[config.mk]
export PLATFORM = sky130hd
export DESIGN_NAME = control_sequencer
export DESIGN_NICKNAME = d
export VERILOG_FILES = /design/src/rtl/cpu_ctrl_pkg.sv /design/src/rtl/ctrl_opclass_decode.sv /design/src/rtl/control_sequencer.sv
export SDC_FILE = /design/constraint.sdc
export NUM_CORES = 1
export LEC_CHECK = 0
export ABC_CLOCK_PERIOD_IN_PS = 2950
export CORE_UTILIZATION = 38
export CTS_BUF_LIST = sky130_fd_sc_hd__clkbuf_2
export CTS_CLUSTER_DIAMETER = 150
export DETAILED_ROUTE_END_ITERATION = 10
export PLACE_DENSITY = 0.83
export RECOVER_POWER = 100
export SLEW_MARGIN = 15
export SYNTH_ARGS = -nofsm -noshare
export SYNTH_HDL_FRONTEND = slang
export SYNTH_SLANG_ARGS = --single-unit
[constraint.sdc]
create_clock -name Clock -period 2.95 [get_ports Clock]
set_clock_uncertainty 0.1 [all_clocks]
set_input_delay 0.59 -clock Clock [delete_from_list [all_inputs] [get_ports Clock]]
set_output_delay 0.59 -clock Clock [all_outputs]
set_load 0.01 [all_outputs]
[src/rtl/cpu_ctrl_pkg.sv]
// Shared definitions for the hardwired control sequencer: opcodes, T-state
// encoding and instruction classes.
package cpu_ctrl_pkg;

  localparam int OPCODE_BITS = 5;

  localparam logic [4:0] OP_LD   = 5'b00000;
  localparam logic [4:0] OP_LDI  = 5'b00001;
  localparam logic [4:0] OP_ST   = 5'b00010;
  localparam logic [4:0] OP_ADD  = 5'b00011;
  localparam logic [4:0] OP_SUB  = 5'b00100;
  localparam logic [4:0] OP_AND  = 5'b00101;
  localparam logic [4:0] OP_OR   = 5'b00110;
  localparam logic [4:0] OP_SHR  = 5'b00111;
  localparam logic [4:0] OP_SHL  = 5'b01000;
  localparam logic [4:0] OP_ROR  = 5'b01001;
  localparam logic [4:0] OP_ROL  = 5'b01010;
  localparam logic [4:0] OP_ADDI = 5'b01011;
  localparam logic [4:0] OP_ANDI = 5'b01100;
  localparam logic [4:0] OP_ORI  = 5'b01101;
  localparam logic [4:0] OP_MUL  = 5'b01110;
  localparam logic [4:0] OP_DIV  = 5'b01111;
  localparam logic [4:0] OP_BR   = 5'b10010;
  localparam logic [4:0] OP_NOP  = 5'b11010;
  localparam logic [4:0] OP_HALT = 5'b11011;

  typedef enum logic [3:0] {
    ST_RST, ST_T0, ST_T1, ST_T2, ST_T3, ST_T4, ST_T5, ST_T6, ST_T7, ST_HALT
  } tstate_e;

  typedef enum logic [3:0] {
    CL_RTYPE, CL_ITYPE, CL_LD, CL_LDI, CL_ST, CL_MULDIV, CL_BR, CL_NOP, CL_HALT
  } opclass_e;

  // Immediate forms reuse the ALU code of their register-register sibling.
  function automatic logic [4:0] itype_alu_op(input logic [4:0] opc);
    case (opc)
      OP_ANDI: return OP_AND;
      OP_ORI:  return OP_OR;
      default: return OP_ADD;
    endcase
  endfunction

endpackage

[src/rtl/ctrl_opclass_decode.sv]
// Combinational opcode -> instruction-class decode; unknown opcodes fall to NOP.
module ctrl_opclass_decode
  import cpu_ctrl_pkg::*;
(
  input  logic [4:0] i_opcode,
  output opclass_e   o_class
);

  always_comb begin
    o_class = CL_NOP;
    case (i_opcode)
      OP_LD:   o_class = CL_LD;
      OP_LDI:  o_class = CL_LDI;
      OP_ST:   o_class = CL_ST;
      OP_ADD, OP_SUB, OP_AND, OP_OR, OP_SHR, OP_SHL, OP_ROR, OP_ROL:
               o_class = CL_RTYPE;
      OP_ADDI, OP_ANDI, OP_ORI:
               o_class = CL_ITYPE;
      OP_MUL, OP_DIV:
               o_class = CL_MULDIV;
      OP_BR:   o_class = CL_BR;
      OP_HALT: o_class = CL_HALT;
      default: o_class = CL_NOP;
    endcase
  end

endmodule

[src/rtl/control_sequencer.sv]
// Hardwired T-state control unit: fetch, decode IR[31:27], execute, back to T0.
// Strobes are a pure decode of (state, class, CON_FF); no strobe survives reset.
//
// state   | meaning
// RST     | held in reset, all strobes low
// T0..T2  | fetch (T1 is a memory read)
// T3..T7  | execute, per instruction class (LD T6 is a memory read)
// HALT    | stopped until reset
module control_sequencer
  import cpu_ctrl_pkg::*;
#(
  parameter int OPCODE_W = 5,
  parameter int MEM_WAIT = 0
) (
  input  logic        Clock,
  input  logic        Reset_n,
  input  logic [31:0] IR,
  input  logic        CON_FF,
  output logic        PCout,
  output logic        Zlowout,
  output logic        ZHighout,
  output logic        MDRout,
  output logic        HIout,
  output logic        LOout,
  output logic        Cout,
  output logic        InPortout,
  output logic        MARin,
  output logic        Zin,
  output logic        PCin,
  output logic        MDRin,
  output logic        IRin,
  output logic        Yin,
  output logic        HIin,
  output logic        LOin,
  output logic        CONin,
  output logic        OutPortin,
  output logic        IncPC,
  output logic        Read,
  output logic        Write,
  output logic        GRA,
  output logic        GRB,
  output logic        GRC,
  output logic        Rin,
  output logic        Rout,
  output logic        BAout,
  output logic [4:0]  operation,
  output logic        Run
);

  tstate_e                r_state;
  tstate_e                w_state_nxt;
  logic [2:0]             r_wait_cnt;
  logic [2:0]             w_wait_nxt;
  logic [OPCODE_W-1:0]    w_opcode;
  logic [4:0]             w_op5;
  opclass_e               w_class;
  logic                   w_read_state;
  logic                   w_unused_ir;

  assign w_opcode    = IR[31 -: OPCODE_W];
  assign w_op5       = 5'(w_opcode);
  assign w_unused_ir = ^IR[31-OPCODE_W:0];

  ctrl_opclass_decode u_decode (
    .i_opcode (w_op5),
    .o_class  (w_class)
  );

  always_ff @(posedge Clock) begin
    if (!Reset_n) begin
      r_state    <= ST_RST;
      r_wait_cnt <= '0;
    end else begin
      r_state    <= w_state_nxt;
      r_wait_cnt <= w_wait_nxt;
    end
  end

  // Wait counter is a down-counter loaded on entry to a read state; the read
  // state is left only once it reaches zero, so it is clear on every exit.
  always_comb begin
    w_state_nxt  = r_state;
    w_wait_nxt   = '0;
    w_read_state = (r_state == ST_T1) || ((r_state == ST_T6) && (w_class == CL_LD));
    if (w_read_state && (r_wait_cnt != 3'd0)) begin
      w_wait_nxt = r_wait_cnt - 3'd1;
    end else begin
      case (r_state)
        ST_RST:  w_state_nxt = ST_T0;
        ST_T0: begin
          w_state_nxt = ST_T1;
          w_wait_nxt  = 3'(MEM_WAIT);
        end
        ST_T1:   w_state_nxt = ST_T2;
        ST_T2: begin
          case (w_class)
            CL_NOP:  w_state_nxt = ST_T0;
            CL_HALT: w_state_nxt = ST_HALT;
            default: w_state_nxt = ST_T3;
          endcase
        end
        ST_T3:   w_state_nxt = ST_T4;
        ST_T4:   w_state_nxt = ST_T5;
        ST_T5: begin
          case (w_class)
            CL_LD: begin
              w_state_nxt = ST_T6;
              w_wait_nxt  = 3'(MEM_WAIT);
            end
            CL_ST, CL_MULDIV, CL_BR: w_state_nxt = ST_T6;
            default:                 w_state_nxt = ST_T0;
          endcase
        end
        ST_T6:   w_state_nxt = ((w_class == CL_LD) || (w_class == CL_ST)) ? ST_T7 : ST_T0;
        ST_T7:   w_state_nxt = ST_T0;
        ST_HALT: w_state_nxt = ST_HALT;
        default: w_state_nxt = ST_RST;
      endcase
    end
  end

  always_comb begin
    PCout = 1'b0; Zlowout = 1'b0; ZHighout = 1'b0; MDRout = 1'b0;
    HIout = 1'b0; LOout = 1'b0; Cout = 1'b0; InPortout = 1'b0;
    MARin = 1'b0; Zin = 1'b0; PCin = 1'b0; MDRin = 1'b0; IRin = 1'b0;
    Yin = 1'b0; HIin = 1'b0; LOin = 1'b0; CONin = 1'b0; OutPortin = 1'b0;
    IncPC = 1'b0; Read = 1'b0; Write = 1'b0;
    GRA = 1'b0; GRB = 1'b0; GRC = 1'b0; Rin = 1'b0; Rout = 1'b0; BAout = 1'b0;
    operation = 5'b00000;
    Run = (r_state != ST_RST) && (r_state != ST_HALT);
    case (r_state)
      ST_T0: begin PCout = 1'b1; MARin = 1'b1; IncPC = 1'b1; Zin = 1'b1; end
      ST_T1: begin Zlowout = 1'b1; PCin = 1'b1; Read = 1'b1; MDRin = 1'b1; end
      ST_T2: begin MDRout = 1'b1; IRin = 1'b1; end
      ST_T3: begin
        case (w_class)
          CL_RTYPE, CL_ITYPE:   begin GRB = 1'b1; Rout = 1'b1; Yin = 1'b1; end
          CL_LD, CL_LDI, CL_ST: begin GRB = 1'b1; BAout = 1'b1; Yin = 1'b1; end
          CL_MULDIV:            begin GRA = 1'b1; Rout = 1'b1; Yin = 1'b1; end
          CL_BR:                begin GRA = 1'b1; Rout = 1'b1; CONin = 1'b1; end
          default: ;
        endcase
      end
      ST_T4: begin
        case (w_class)
          CL_RTYPE, CL_MULDIV: begin
            GRC = (w_class == CL_RTYPE); GRB = (w_class == CL_MULDIV);
            Rout = 1'b1; Zin = 1'b1; operation = w_op5;
          end
          CL_ITYPE:             begin Cout = 1'b1; Zin = 1'b1; operation = itype_alu_op(w_op5); end
          CL_LD, CL_LDI, CL_ST: begin Cout = 1'b1; Zin = 1'b1; operation = OP_ADD; end
          CL_BR:                begin PCout = 1'b1; Yin = 1'b1; end
          default: ;
        endcase
      end
      ST_T5: begin
        case (w_class)
          CL_RTYPE, CL_ITYPE, CL_LDI: begin Zlowout = 1'b1; GRA = 1'b1; Rin = 1'b1; end
          CL_LD, CL_ST:               begin Zlowout = 1'b1; MARin = 1'b1; end
          CL_MULDIV:                  begin Zlowout = 1'b1; LOin = 1'b1; end
          CL_BR:                      begin Cout = 1'b1; Zin = 1'b1; operation = OP_ADD; end
          default: ;
        endcase
      end
      ST_T6: begin
        case (w_class)
          CL_LD:     begin Read = 1'b1; MDRin = 1'b1; end
          CL_ST:     begin GRA = 1'b1; Rout = 1'b1; MDRin = 1'b1; end
          CL_MULDIV: begin ZHighout = 1'b1; HIin = 1'b1; end
          CL_BR:     begin Zlowout = 1'b1; PCin = CON_FF; end
          default: ;
        endcase
      end
      ST_T7: begin
        case (w_class)
          CL_LD:   begin MDRout = 1'b1; GRA = 1'b1; Rin = 1'b1; end
          CL_ST:   Write = 1'b1;
          default: ;
        endcase
      end
      default: ;
    endcase
  end

  a_single_bus_driver: assert property (@(posedge Clock) disable iff (!Reset_n)
    $onehot0({PCout, Zlowout, ZHighout, MDRout, HIout, LOout, Cout, InPortout, Rout, BAout}));

endmodule

* Yosys cells after proc, flatten, opt, wreduce, memory -nomap -nowiden *
Memory sizes are Yosys's and may differ from the RTL's.
Index checks and enable logic that the tools add are counted.

word-level totals
  logic and storage cells = 91
  memories kept = 1
  flip-flop bits (word level) = 7
  memory bits (read-only) = 128
  output and inout port bits = 33
  bits of input ports = 35

cells by class
  multiplexer cells = 46
  $add $sub $neg = 1
  eq/ne operators = 20
  reductions and logical operators = 21

memories
  memory           depth  bits a word  rd ports  clocked after memory_dff  write ports  line                       text
  (no name shown)  32     4            1         0                         0            ctrl_opclass_decode.sv:11  case (i_opcode)

operators by type and width
  kind                                                              count
  4-bit case mux with 9 select lines                                1
  4-bit by 3-bit == test with 1-bit output (second input constant)  8
  1-bit 2-to-1 mux                                                  24
  1-bit case mux with 2 select lines                                10
  4-bit by 2-bit == test with 1-bit output (second input constant)  4
  5-bit case mux with 3 select lines                                1
  4-bit == test (second input constant)                             3
  4-bit OR reduction                                                3
  5-bit by 4-bit == test with 1-bit output (second input constant)  2
  5-bit case mux with 2 select lines                                1
  1-bit case mux with 3 select lines                                3
  4-bit by 1-bit == test with 1-bit output (second input constant)  2
  4-bit logical NOT                                                 2
  4-bit case mux with 2 select lines                                1
  2-bit OR reduction                                                4
  3-bit case mux with 2 select lines                                1
  3-bit OR reduction                                                2
  6-bit OR reduction                                                1
  5-bit OR reduction                                                1
  4-bit 2-to-1 mux                                                  1
  4-bit != test (second input constant)                             1
  1-bit case mux with 4 select lines                                1
  4-bit nonzero test                                                1
  1-bit logical AND                                                 3
  6 further kinds                                                   7

* Depth between registers and ports, before layout *
An unclocked memory read counts as a cell.

  depth after elaboration = 6
  depth in mapped cells = 7
  mapped depth without buffers = 7

* By module *
Synthesis repeated with hierarchy kept, for this count alone.

unflattened totals
  cells, all modules = 183
  area total of the unflattened synthesis = 1203.7 um^2

by module, submodules not included
  module               cells each  area an instance (um^2)  instances  sequential area each (um^2)
  control_sequencer    165         1101.1                   1          140.1
  ctrl_opclass_decode  18          102.6                    1          0.0

* Worst setup path before layout *
OpenSTA, ideal clock, no wires.

  path kind = input -> output
  start = input IR[29]
  end = output GRA
  arrival time = 2.178 ns
  required time = 2.260 ns
  stages on the path = 6
  buffers on the path = 2
  path slack = 0.082 ns
  cells stage by stage = buf_6 > or3_1 > buf_6 > a21oi_1 > mux2_2 > o41ai_1

on the way
  word-level cells in the longest chain between the ends = 5
  elaborated cells on any way between the ends = 15
  classes of those cells = 6 x eq/ne; 5 x mux; 3 x reduce/logical; 1 x memory

RTL lines
  what                                                              line                                                text
  start, declared                                                   control_sequencer.sv:17                             input logic [31:0] IR,
  memory read 32 x 4 bit *                                          n/a
  4-bit by 1-bit == test with 1-bit output (tied with other cells)  control_sequencer.sv:157                            case (w_class)
  3-bit OR reduction / 2-bit OR reduction (equally long branches)   n/a
  1-bit 2-to-1 mux, on equally long branches                        control_sequencer.sv:157, control_sequencer.sv:136
  1-bit case mux with 4 select lines *                              control_sequencer.sv:131                            case (r_state)
  end, declared                                                     control_sequencer.sv:40                             output logic GRA,

Every way passes the cells marked *; elsewhere a longest branch is shown, timed or not.

* Worst setup path in the final report *
Ends and elaborated chain as after synthesis.

==> impl_metrics.yaml <==
timing:
  clock.fmax_ghz: 0.346
  min_period_ns: 2.89
  report.final.slew_viol_count: 0
  setup_ws_ns: 0.0593
  slew_headroom_pct: 63.8
  tightest_slew_ns: 0.534
  period_share_pct: 98.0
  hold_viol: 0
  finalSetupViolCount: 0
worst_setup_path:
  worstPathMaxFanout: 3
  cp.arrival_ns: 2.20
  worstReg2RegStart: "r_state[0]"
  crit_required_ns: 2.26
  rr_worst_depth: 6
  endpoint_kind: "primary output"
  rrSetupSlack_ns: 0.65
  worstSetupPathType: "in -> out"
  startpoint_type: "input pin"
  r2r-end: "r_state[1]"
global_routing:
  overflow: 0
  grt_pass1_vias: 1336
  grt.total_usage_pct: 23.1
  antenna_found_initial: 0
  grt_max_degree: 17
  grt_pass1_wl_um: 5870
floorplanning:
  die_w_um: 55.3
  initial_core_util_pct: 41.7
  core_sq_mm: 0.00259
  dieArea_sq_mm: 0.00306
  pin_count: 68
  die_y_um: 55.3
  rows: 18
pwr:
  ir_worst_vdd_uv: 139
  cellPowerDensity_mw_per_mm2: 209
  power_leakage_nw: 0.683
  power_mw: 0.325
worst_hold_path:
  min_from: "r_wait_cnt[0]"
  holdPathStages: 1
  hp-class: "reg -> reg"
  hold_path_end: "r_wait_cnt[0]"
synth:
  synth_top_family_by_area: "simple AND/OR/NAND/NOR gates"
  ys_ff_latch: 7
  async_reset_ff_share_pct: 0
  synth_area_per_cell_sq_um: 6.71
  synth_cells: 161
  synthFlopType: "dfxtp_1"
  synth_compound_area_share_pct: 24.7
  netlist_area_sq_mm: 0.00108
  yosysWarningCount: 0
  synth_seq_area_share_pct: 13.0
  synth_fa_ha_area_share_pct: 2.32
  yosysUniqueCellTypes: 45
  synth_xor_area_share_pct: 2.43
  muxShareOfSynthArea_pct: 1.04
  synthSimpleGateAreaFrac_pct: 43.7
  synth_edf_count: 0
clock_network:
  cts_buffers: 3
  cts_root_buf: "clkbuf_2"
  cts.sinks: 7
  cts_tree: "built"
  cts_setup_buffers: 0
  cts_buffer_depth: 2
  hold_buffers: 0
  ctsHtreeMaxLevel: 1
  path_clk_slew_ns: 0.06
  clkLatencyLatePin_ns: 0.22
placed_design:
  io_buffers: 35
  gp_congestion: 0.955
  hpwlAfterDp_um: 2680
  pre_cts_slack_ns: -0.665
layout:
  fillers: 262
  syn2layout_area_growth_pct: 44.3
  n_antenna_cell: 0
  most-common-layout-cells: "dlygate4sd2_1 (21), buf_4 (21), nand2_1 (13), nor2_1 (13), a21oi_1 (9)"
  drive_above_1_share_pct: 23.4
  finalNetCount: 247
route:
  ant_nets: 0
  vias_per_cell: 5.85
  vias: 1399
  finalWirelength_um: 3600
  drt_iter0_markers: 41
  dr.pass1.iters: 4
  drcViolationCount: 0
  avgRoutedWirePerCell_um: 15.1
outcome:
  status: "completed"
job:
  drv_cap: 0
[worst max-delay path: stages]
cell,delay [ns]
dlygate4sd2_1,0.25
or3_1,0.41
a21oi_2,0.13
mux2_2,0.37
o41ai_2,0.27
buf_2,0.18
[how the worst max path moves through the flow]
stage | from | end | slack, ns | depth (start not counted)
2_1_floorplan | IR[29] | GRA | 0.08 | 6
3_3_place_gp | IR[31] | GRA | -0.57 | 7
3_5_place_dp | IR[31] | GRA | -0.67 | 7
4_1_cts | IR[29] | Rin | 0.001 | 6
5_1_grt | IR[29] | GRA | -0.006 | 6
6_report | IR[29] | GRA | 0.06 | 6
[registers in the layout (all words and copies together) (netlist names)]
register	cells
r_state	4
r_wait_cnt	3
[cell type report]
cell class / instances / area (sq um) / area share, %
inverters: 4 / 15.0 / 0.964
well taps: 30 / 37.5 / 2.41
multi-input cells: 132 / 856 / 54.9
clock buffers: 4 / 20.0 / 1.29
repair buffers: 62 / 489 / 31.4
flip-flops and latches: 7 / 140 / 9.00
[what timing repair did]
item                                    CTS  global route
resized for setup                        45            15
pin swaps                                 2             0
endpoints found under the setup margin   25             9
[cell usage after synthesis, types with 2 or more instances]
library cell  instances  area [sq um]
o41ai_1               2          17.5
nand2_1              13          48.8
and3_1                2          12.5
o21a_1                3          22.5
nor3_1                9          45.0
nand3b_1              2          15.0
or3b_2                3          26.3
nor2_1               14          52.6
o31ai_1               2          15.0
or3_1                 3          18.8
nand2b_1              4          25.0
nor4b_1               3          26.3
a21oi_1              10          50.1
or2_2                 3          18.8
nor3b_1               6          45.0
ha_1                  2          25.0
buf_4                 6          45.0
buf_6                 2          22.5
nor2b_1               5          31.3
a21o_1                3          22.5
clkbuf_1             14          52.6
nand3_1               4          20.0
nand4_1               2          12.5
and2_1                3          18.8
o21ai_0               7          35.0
dfxtp_1               7           140
nor4_1                4          25.0
xnor2_1               2          17.5
inv_1                 4          15.0
o22ai_1               2          12.5
[cell families (layout without fill, tap and decap cells)]
group	after synthesis	count (layout)
other cells	1	5
fa+ha+maj	2	2
buf+inv	26	70
flops	7	7
xor+xnor	3	3
compound gates	38	38
simple gates	83	83
mux	1	1
[power by group]
part | switching, mW | internal (mW)
clock | 0.0307 | 0.0360
combinational | 0.0869 | 0.0697
sequential | 0.00474 | 0.0974
total | 0.122 | 0.203
[per-layer routing]
layer | share of wire [%] | global-route usage (%) | routed length, um | up-vias
met5 | 0 | 0 | 0 | -
met3 | 7.0 | 4.45 | 252 | 14
met2 | 50 | 40.6 | 1790 | 68
li1 | - | - | - | 663
met4 | 2.8 | 8.93 | 102 | 0
met1 | 40 | 27.4 | 1450 | 654
[through the flow]
stage	util [%]	TNS, ns	hold slack, ns	instances	instance area (sq um)
after detailed placement	60.4	-9.28	0.322	235	1570
after floorplan	-	0	0.293	165	1090
final	60.1	0	0.325	239	1560
after global routing	60.1	-0.00593	0.345	239	1560
after global placement	60.4	-8.52	0.301	235	1570
after CTS	61.0	0	0.330	239	1580
Note: power is estimated with default switching activity, not from simulation.
